===== config.mk =====
export PLATFORM = sky130hd
export DESIGN_NAME = ysyx_041514_csr_file
export DESIGN_NICKNAME = d
export VERILOG_FILES = /design/src/rtl/ysyx_041514_csr_file.sv
export SDC_FILE = /design/constraint.sdc
export NUM_CORES = 1
export LEC_CHECK = 0
export CAP_MARGIN = 20
export CORE_AREA = 5 5 309 311
export CTS_CLUSTER_DIAMETER = 30
export CTS_CLUSTER_SIZE = 20
export DETAILED_ROUTE_END_ITERATION = 10
export DIE_AREA = 0 0 314 316
export SETUP_SLACK_MARGIN = 0.4
export SLEW_MARGIN = 40
export SYNTH_ARGS = -nofsm -noshare
export SYNTH_HDL_FRONTEND = slang
export SYNTH_SLANG_ARGS = --single-unit

===== constraint.sdc =====
create_clock -name clk -period 11.3 [get_ports clk]
set_clock_uncertainty 0.05 [all_clocks]
set_input_delay 2.825 -clock clk [delete_from_list [all_inputs] [get_ports clk]]
set_output_delay 2.825 -clock clk [all_outputs]
set_load 0.005 [all_outputs]

===== src/rtl/ysyx_041514_csr_file.sv =====
// Machine-mode CSR register file: combinational CSR-instruction reads, instruction and
// trap-port writes with field masking, and the mcycle/minstret counters.
module ysyx_041514_csr_file #(
  parameter int XLEN = 64
) (
  input  logic            clk,
  input  logic            rst,
  input  logic [11:0]     csr_raddr_i,
  input  logic            csr_re_i,
  output logic [XLEN-1:0] csr_rdata_o,
  input  logic [11:0]     csr_waddr_i,
  input  logic            csr_we_i,
  input  logic [XLEN-1:0] csr_wdata_i,
  output logic            csr_illegal_o,
  input  logic [XLEN-1:0] csr_mstatus_writedata_i,
  input  logic [XLEN-1:0] csr_mepc_writedata_i,
  input  logic [XLEN-1:0] csr_mcause_writedata_i,
  input  logic [XLEN-1:0] csr_mtval_writedata_i,
  input  logic [XLEN-1:0] csr_mip_writedata_i,
  input  logic            csr_mstatus_write_valid_i,
  input  logic            csr_mepc_write_valid_i,
  input  logic            csr_mcause_write_valid_i,
  input  logic            csr_mtval_write_valid_i,
  input  logic            csr_mip_write_valid_i,
  output logic [XLEN-1:0] csr_mstatus_readdata_o,
  output logic [XLEN-1:0] csr_mepc_readdata_o,
  output logic [XLEN-1:0] csr_mtvec_readdata_o,
  output logic [XLEN-1:0] csr_mip_readdata_o,
  output logic [XLEN-1:0] csr_mie_readdata_o,
  input  logic            instret_i
);

  localparam logic [11:0] ADDR_MSTATUS  = 12'h300;
  localparam logic [11:0] ADDR_MISA     = 12'h301;
  localparam logic [11:0] ADDR_MIE      = 12'h304;
  localparam logic [11:0] ADDR_MTVEC    = 12'h305;
  localparam logic [11:0] ADDR_MSCRATCH = 12'h340;
  localparam logic [11:0] ADDR_MEPC     = 12'h341;
  localparam logic [11:0] ADDR_MCAUSE   = 12'h342;
  localparam logic [11:0] ADDR_MTVAL    = 12'h343;
  localparam logic [11:0] ADDR_MIP      = 12'h344;
  localparam logic [11:0] ADDR_MCYCLE   = 12'hB00;
  localparam logic [11:0] ADDR_MINSTRET = 12'hB02;
  localparam logic [11:0] ADDR_CYCLE    = 12'hC00;
  localparam logic [11:0] ADDR_INSTRET  = 12'hC02;
  localparam logic [11:0] ADDR_MHARTID  = 12'hF14;

  localparam logic [XLEN-1:0] MSTATUS_MASK = XLEN'(64'h1888);  // MPP, MPIE, MIE
  localparam logic [XLEN-1:0] MIE_MASK     = XLEN'(64'h0888);
  localparam logic [XLEN-1:0] MIP_MASK     = XLEN'(64'h0080);  // MTIP only
  localparam logic [XLEN-1:0] ALIGN_MASK   = ~XLEN'(64'h3);
  localparam logic [XLEN-1:0] MISA_VALUE   = XLEN'(64'h8000_0000_0000_1100);

  logic [XLEN-1:0] mstatus_q,  mstatus_d;
  logic [XLEN-1:0] mie_q,      mie_d;
  logic [XLEN-1:0] mtvec_q,    mtvec_d;
  logic [XLEN-1:0] mscratch_q, mscratch_d;
  logic [XLEN-1:0] mepc_q,     mepc_d;
  logic [XLEN-1:0] mcause_q,   mcause_d;
  logic [XLEN-1:0] mtval_q,    mtval_d;
  logic [XLEN-1:0] mip_q,      mip_d;
  logic [XLEN-1:0] mcycle_q,   mcycle_d;
  logic [XLEN-1:0] minstret_q, minstret_d;

  logic raddr_impl;
  logic waddr_impl;
  logic waddr_ro;
  logic inst_we;

  // NOTE: every signal assigned in always_comb gets a default first, so no path leaves it
  // unassigned and no latch is inferred.
  always_comb begin
    csr_rdata_o = '0;
    raddr_impl  = 1'b1;
    case (csr_raddr_i)
      ADDR_MSTATUS:              csr_rdata_o = mstatus_q;
      ADDR_MISA:                 csr_rdata_o = MISA_VALUE;
      ADDR_MIE:                  csr_rdata_o = mie_q;
      ADDR_MTVEC:                csr_rdata_o = mtvec_q;
      ADDR_MSCRATCH:             csr_rdata_o = mscratch_q;
      ADDR_MEPC:                 csr_rdata_o = mepc_q;
      ADDR_MCAUSE:               csr_rdata_o = mcause_q;
      ADDR_MTVAL:                csr_rdata_o = mtval_q;
      ADDR_MIP:                  csr_rdata_o = mip_q;
      ADDR_MCYCLE, ADDR_CYCLE:   csr_rdata_o = mcycle_q;
      ADDR_MINSTRET, ADDR_INSTRET: csr_rdata_o = minstret_q;
      ADDR_MHARTID:              csr_rdata_o = '0;
      default:                   raddr_impl  = 1'b0;
    endcase
  end

  always_comb begin
    waddr_impl = 1'b0;
    waddr_ro   = 1'b0;
    case (csr_waddr_i)
      ADDR_MSTATUS, ADDR_MIE, ADDR_MTVEC, ADDR_MSCRATCH, ADDR_MEPC,
      ADDR_MCAUSE, ADDR_MTVAL, ADDR_MIP, ADDR_MCYCLE, ADDR_MINSTRET: begin
        waddr_impl = 1'b1;
      end
      ADDR_MISA, ADDR_CYCLE, ADDR_INSTRET, ADDR_MHARTID: begin
        waddr_impl = 1'b1;
        waddr_ro   = 1'b1;
      end
      default: begin
        waddr_impl = 1'b0;
        waddr_ro   = 1'b0;
      end
    endcase
  end

  assign csr_illegal_o = (csr_re_i & ~raddr_impl) | (csr_we_i & (~waddr_impl | waddr_ro));
  assign inst_we       = csr_we_i & waddr_impl & ~waddr_ro;

  // Trap-port strobe beats instruction write, which beats the counter increment.
  always_comb begin
    mstatus_d  = mstatus_q;
    mie_d      = mie_q;
    mtvec_d    = mtvec_q;
    mscratch_d = mscratch_q;
    mepc_d     = mepc_q;
    mcause_d   = mcause_q;
    mtval_d    = mtval_q;
    mip_d      = mip_q;
    mcycle_d   = mcycle_q + XLEN'(1);
    minstret_d = instret_i ? minstret_q + XLEN'(1) : minstret_q;

    if (inst_we) begin
      case (csr_waddr_i)
        ADDR_MSTATUS:  mstatus_d  = csr_wdata_i & MSTATUS_MASK;
        ADDR_MIE:      mie_d      = csr_wdata_i & MIE_MASK;
        ADDR_MTVEC:    mtvec_d    = csr_wdata_i & ALIGN_MASK;
        ADDR_MSCRATCH: mscratch_d = csr_wdata_i;
        ADDR_MEPC:     mepc_d     = csr_wdata_i & ALIGN_MASK;
        ADDR_MCAUSE:   mcause_d   = csr_wdata_i;
        ADDR_MTVAL:    mtval_d    = csr_wdata_i;
        ADDR_MCYCLE:   mcycle_d   = csr_wdata_i;
        ADDR_MINSTRET: minstret_d = csr_wdata_i;
        default:       mip_d      = mip_q;  // mip is trap-owned; instruction writes drop
      endcase
    end

    if (csr_mstatus_write_valid_i) mstatus_d = csr_mstatus_writedata_i & MSTATUS_MASK;
    if (csr_mepc_write_valid_i)    mepc_d    = csr_mepc_writedata_i & ALIGN_MASK;
    if (csr_mcause_write_valid_i)  mcause_d  = csr_mcause_writedata_i;
    if (csr_mtval_write_valid_i)   mtval_d   = csr_mtval_writedata_i;
    if (csr_mip_write_valid_i)     mip_d     = csr_mip_writedata_i & MIP_MASK;
  end

  // NOTE: sequential state uses non-blocking assignments so every flop samples its
  // pre-edge inputs regardless of statement order.
  always_ff @(posedge clk) begin
    if (rst) begin
      mstatus_q  <= '0;
      mie_q      <= '0;
      mtvec_q    <= '0;
      mscratch_q <= '0;
      mepc_q     <= '0;
      mcause_q   <= '0;
      mtval_q    <= '0;
      mip_q      <= '0;
      mcycle_q   <= '0;
      minstret_q <= '0;
    end else begin
      mstatus_q  <= mstatus_d;
      mie_q      <= mie_d;
      mtvec_q    <= mtvec_d;
      mscratch_q <= mscratch_d;
      mepc_q     <= mepc_d;
      mcause_q   <= mcause_d;
      mtval_q    <= mtval_d;
      mip_q      <= mip_d;
      mcycle_q   <= mcycle_d;
      minstret_q <= minstret_d;
    end
  end

  assign csr_mstatus_readdata_o = mstatus_q;
  assign csr_mepc_readdata_o    = mepc_q;
  assign csr_mtvec_readdata_o   = mtvec_q;
  assign csr_mip_readdata_o     = mip_q;
  assign csr_mie_readdata_o     = mie_q;

endmodule


==> impl_metrics.yaml <==
run_status:
  outcome: "finished clean"
routing:
  drtPass1Iterations: 9
  post-route-drc-count: 0
  final_antenna_net_count: 0
  routedWlPerCell_um: 21.8
  num_vias: 24398
  viasPerCell: 5.06
  drt_iter0_markers: 2431
  wirelength_um: 105000
critical_path:
  r2r_end: "minstret_q[54]"
  r2r_start: "minstret_q[0]"
  worst-path-buf-inv: 3
  cp.depth: 8
  cpMaxStageDelayCell: "or4_1"
  critPathLaunch: "csr_raddr_i[4]"
  critPathRequiredTime_ps: 8430
  cp_top_family: "simple AND/OR/NAND/NOR gates"
  path_cells: "clkdlybuf4s50_1 -> or4_1 -> nor3_1 -> nor2b_4 -> buf_12 -> a222oi_1 -> o211ai_1 -> clkdlybuf4s50_1"
  critPathCaptureType: "output port"
  crit_type: "primary input to output port"
  r2r_cells: 8
  worstSetupEndpoint: "csr_rdata_o[7]"
  path_common_cell: "clkdlybuf4s50_1"
  start_kind: "primary input"
  crit_arrival_ps: 6290
  reg2reg_slack_ps: 8350
  cpPeakStageDelay_ps: 680
  worstPathMaxFanout: 39
cells_and_area:
  layout.nets: 3940
  syn_to_final_growth_pct: 42.0
  drive_gt1_share_pct: 10.4
synth:
  async_reset_ff_share_pct: 0
  synth_top_family_by_area: "simple AND/OR/NAND/NOR gates"
  ys_warn_count: 0
  seq_area_frac_synth_pct: 37.4
  synth_fa_ha_area_share_pct: 0.103
  avgSynthCellArea_um2: 7.85
  synth-simple-area-share_pct: 21.8
  syn_area_um2: 24200
  synth_cells: 3084
  synth_compound_area_share_pct: 20.2
  synth_edf_count: 0
  ys_ff_latch: 452
  synthMuxAreaShare_pct: 6.21
  synth_cell_type_count: 55
  synth_ff_type: "dfxtp_1"
  synth_xor_area_share_pct: 4.52
power_and_ir_drop:
  vdd_drop_max_v: 0.000125
  seqPwrFrac_pct: 28.8
  power_density_nw_per_um2: 169
  p_comb_share_pct: 6.0
  fin_total_pwr_mw: 5.80
  p_leak_nw: 12.6
  swShare_pct: 22.6
  clkPwrFrac_pct: 65.2
  p_switching_mw: 1.31
  p_int_mw: 4.49
sta:
  max_freq_mhz: 109
  slew_headroom_pct: 43.4
  min_period_ps: 9160
  finalCritPeriodShare_pct: 81.1
  slew_viol_final: 0
  rsz0062_at_grt: "no"
  setup_viol: 0
  final_hold_viol_count: 0
  worst_slew_pin_slew_ps: 849
  setup_tns_ps: 0
die:
  die_h_um: 316
  io_pins: 803
  die_w_um: 314
  die-area_um2: 99200
  fp-row-count: 112
  coreArea_um2: 92500
  start_util_pct: 26.2
job:
  cap_violations: 0
clocking:
  cts_tree: "done"
  cts_buffers: 134
  clk_path_buf_depth: 3
  root_buffer: "clkbuf_16"
  insertion_delay_ps: 710
  cts.clk_slew.worst_paths_ps: 40
  cts.sinks: 452
  postCtsSetupRepairBufs: 0
  cts-resized-gates: 0
  hold_buffers: 0
  htree_levels: 4
min_path:
  worstHoldPathType: "register to register"
grt:
  grt_pass1_vias: 23552
  overflow: 0
  grt_max_degree: 173
  antenna_found_initial: 9
  grt_pass1_wl_um: 152000
  grt_util_all_layers_pct: 20.1
placed_design:
  portBuffers: 489
  gp_congestion: 0.813
  hpwl_um: 72600
tightest hold or removal path: stages (launching register included):
cell	delay, ps
dfxtp_1	300
nand2_1	50
a21oi_1	50
per-stage QoR:
step / instance area [um^2] / setup slack [ps] / util [%] / cells / hold WS [ps]
after floorplan: 24900 / 3780 / - / 3271 / 381
after global placement: 29400 / 1800 / 31.8 / 4563 / 388
after detailed placement: 29700 / 2100 / 32.1 / 4578 / 393
after CTS: 34300 / 2090 / 37.1 / 4817 / 400
after global routing: 34400 / 1980 / 37.1 / 4821 / 411
final: 34400 / 2140 / 37.2 / 4823 / 399
routing by layer:
metal	share of wire, %	routed length, um	vias up	global-route usage (%)
li1	-	-	11401	-
met1	42	43900	11648	25.3
met2	46	48700	1142	32.5
met3	9.1	9610	201	6.34
met4	2.9	3100	6	7.27
met5	0.045	47	-	0
sequential cells by signal, indices dropped and copies added, names as in the netlist:
signal and count:
csr_mie_readdata_o 3, mtval_q 64, minstret_q 64, csr_mstatus_readdata_o 4, csr_mtvec_readdata_o 62, mcause_q 64, csr_mip_readdata_o 1, mscratch_q 64
mcycle_q 64, csr_mepc_readdata_o 62
how the worst min path moves through the flow:
stage	to	from	depth (start not counted)
final	mscratch_q[0]	mscratch_q[0]	2
after global routing	mscratch_q[1]	mscratch_q[1]	2
after CTS	mscratch_q[1]	mscratch_q[1]	2
after detailed placement	mscratch_q[35]	mscratch_q[35]	2
after global placement	mscratch_q[22]	mscratch_q[22]	2
after floorplan	mscratch_q[10]	mscratch_q[10]	2
power by group through the flow:
stage | logic [mW] | registers [mW] | clock network, mW
2_1_floorplan | 0.187 | 1.69 | 0
3_3_place_gp | 0.337 | 1.70 | 0
3_5_place_dp | 0.341 | 1.70 | 0
4_1_cts | 0.343 | 1.67 | 3.84
5_1_grt | 0.373 | 1.68 | 3.94
6_report | 0.346 | 1.67 | 3.78
layout by cell type (no fill, tap or decap), drive strengths merged, types with 110 or more instances in the layout:
| cell | instances |
|---|---|
| nand2 | 697 |
| clkdlybuf4s50 | 485 |
| dfxtp | 452 |
| a21oi | 256 |
| nor2 | 226 |
| conb | 188 |
| clkbuf | 182 |
| a21o | 126 |
| a211oi | 126 |
| a22oi | 121 |
| nand3 | 110 |
cells by family after synthesis:
logic type | count (synthesis)
AOI/OAI and AO/OA | 712
xor gates and xnor gates | 125
adders and majority gates | 2
buffers and inverters | 438
DFF | 452
muxes | 142
other | 1
and+or+nand+nor | 1212
layout make-up:
| cell class | count | area, um^2 |
|---|---|---|
| Antenna cell | 3 | 7.51 |
| Clock buffer | 182 | 3820 |
| Clock inverter | 57 | 756 |
| Fill cell | 9437 | 58100 |
| Inverter | 12 | 45.0 |
| Multi-Input combinational cell | 2381 | 13700 |
| Sequential cell | 452 | 9050 |
| Tap cell | 1197 | 1500 |
| Timing Repair Buffer | 539 | 5530 |
Yosys cell counts, types with 6 or more instances:
library cell,n,area (um^2)
and3_1,27,169
nand2_1,697,2620
xor2_1,83,727
xnor2_1,42,368
a21oi_1,256,1280
a211oi_1,124,931
nor2b_1,6,37.5
nor2_1,226,848
mux2i_1,76,761
a22oi_1,121,908
inv_1,12,45.0
and4_1,21,184
clkbuf_1,219,822
nor4_1,17,106
buf_2,11,55.1
a21o_1,126,946
nand3_1,109,546
buf_4,188,1410
a222oi_1,64,641
or3_1,7,43.8
buf_1,8,30.0
nand4_1,40,250
mux2_2,66,743
dfxtp_1,452,9050
nor3_1,27,135
Note: power is estimated with default switching activity, not from simulation.
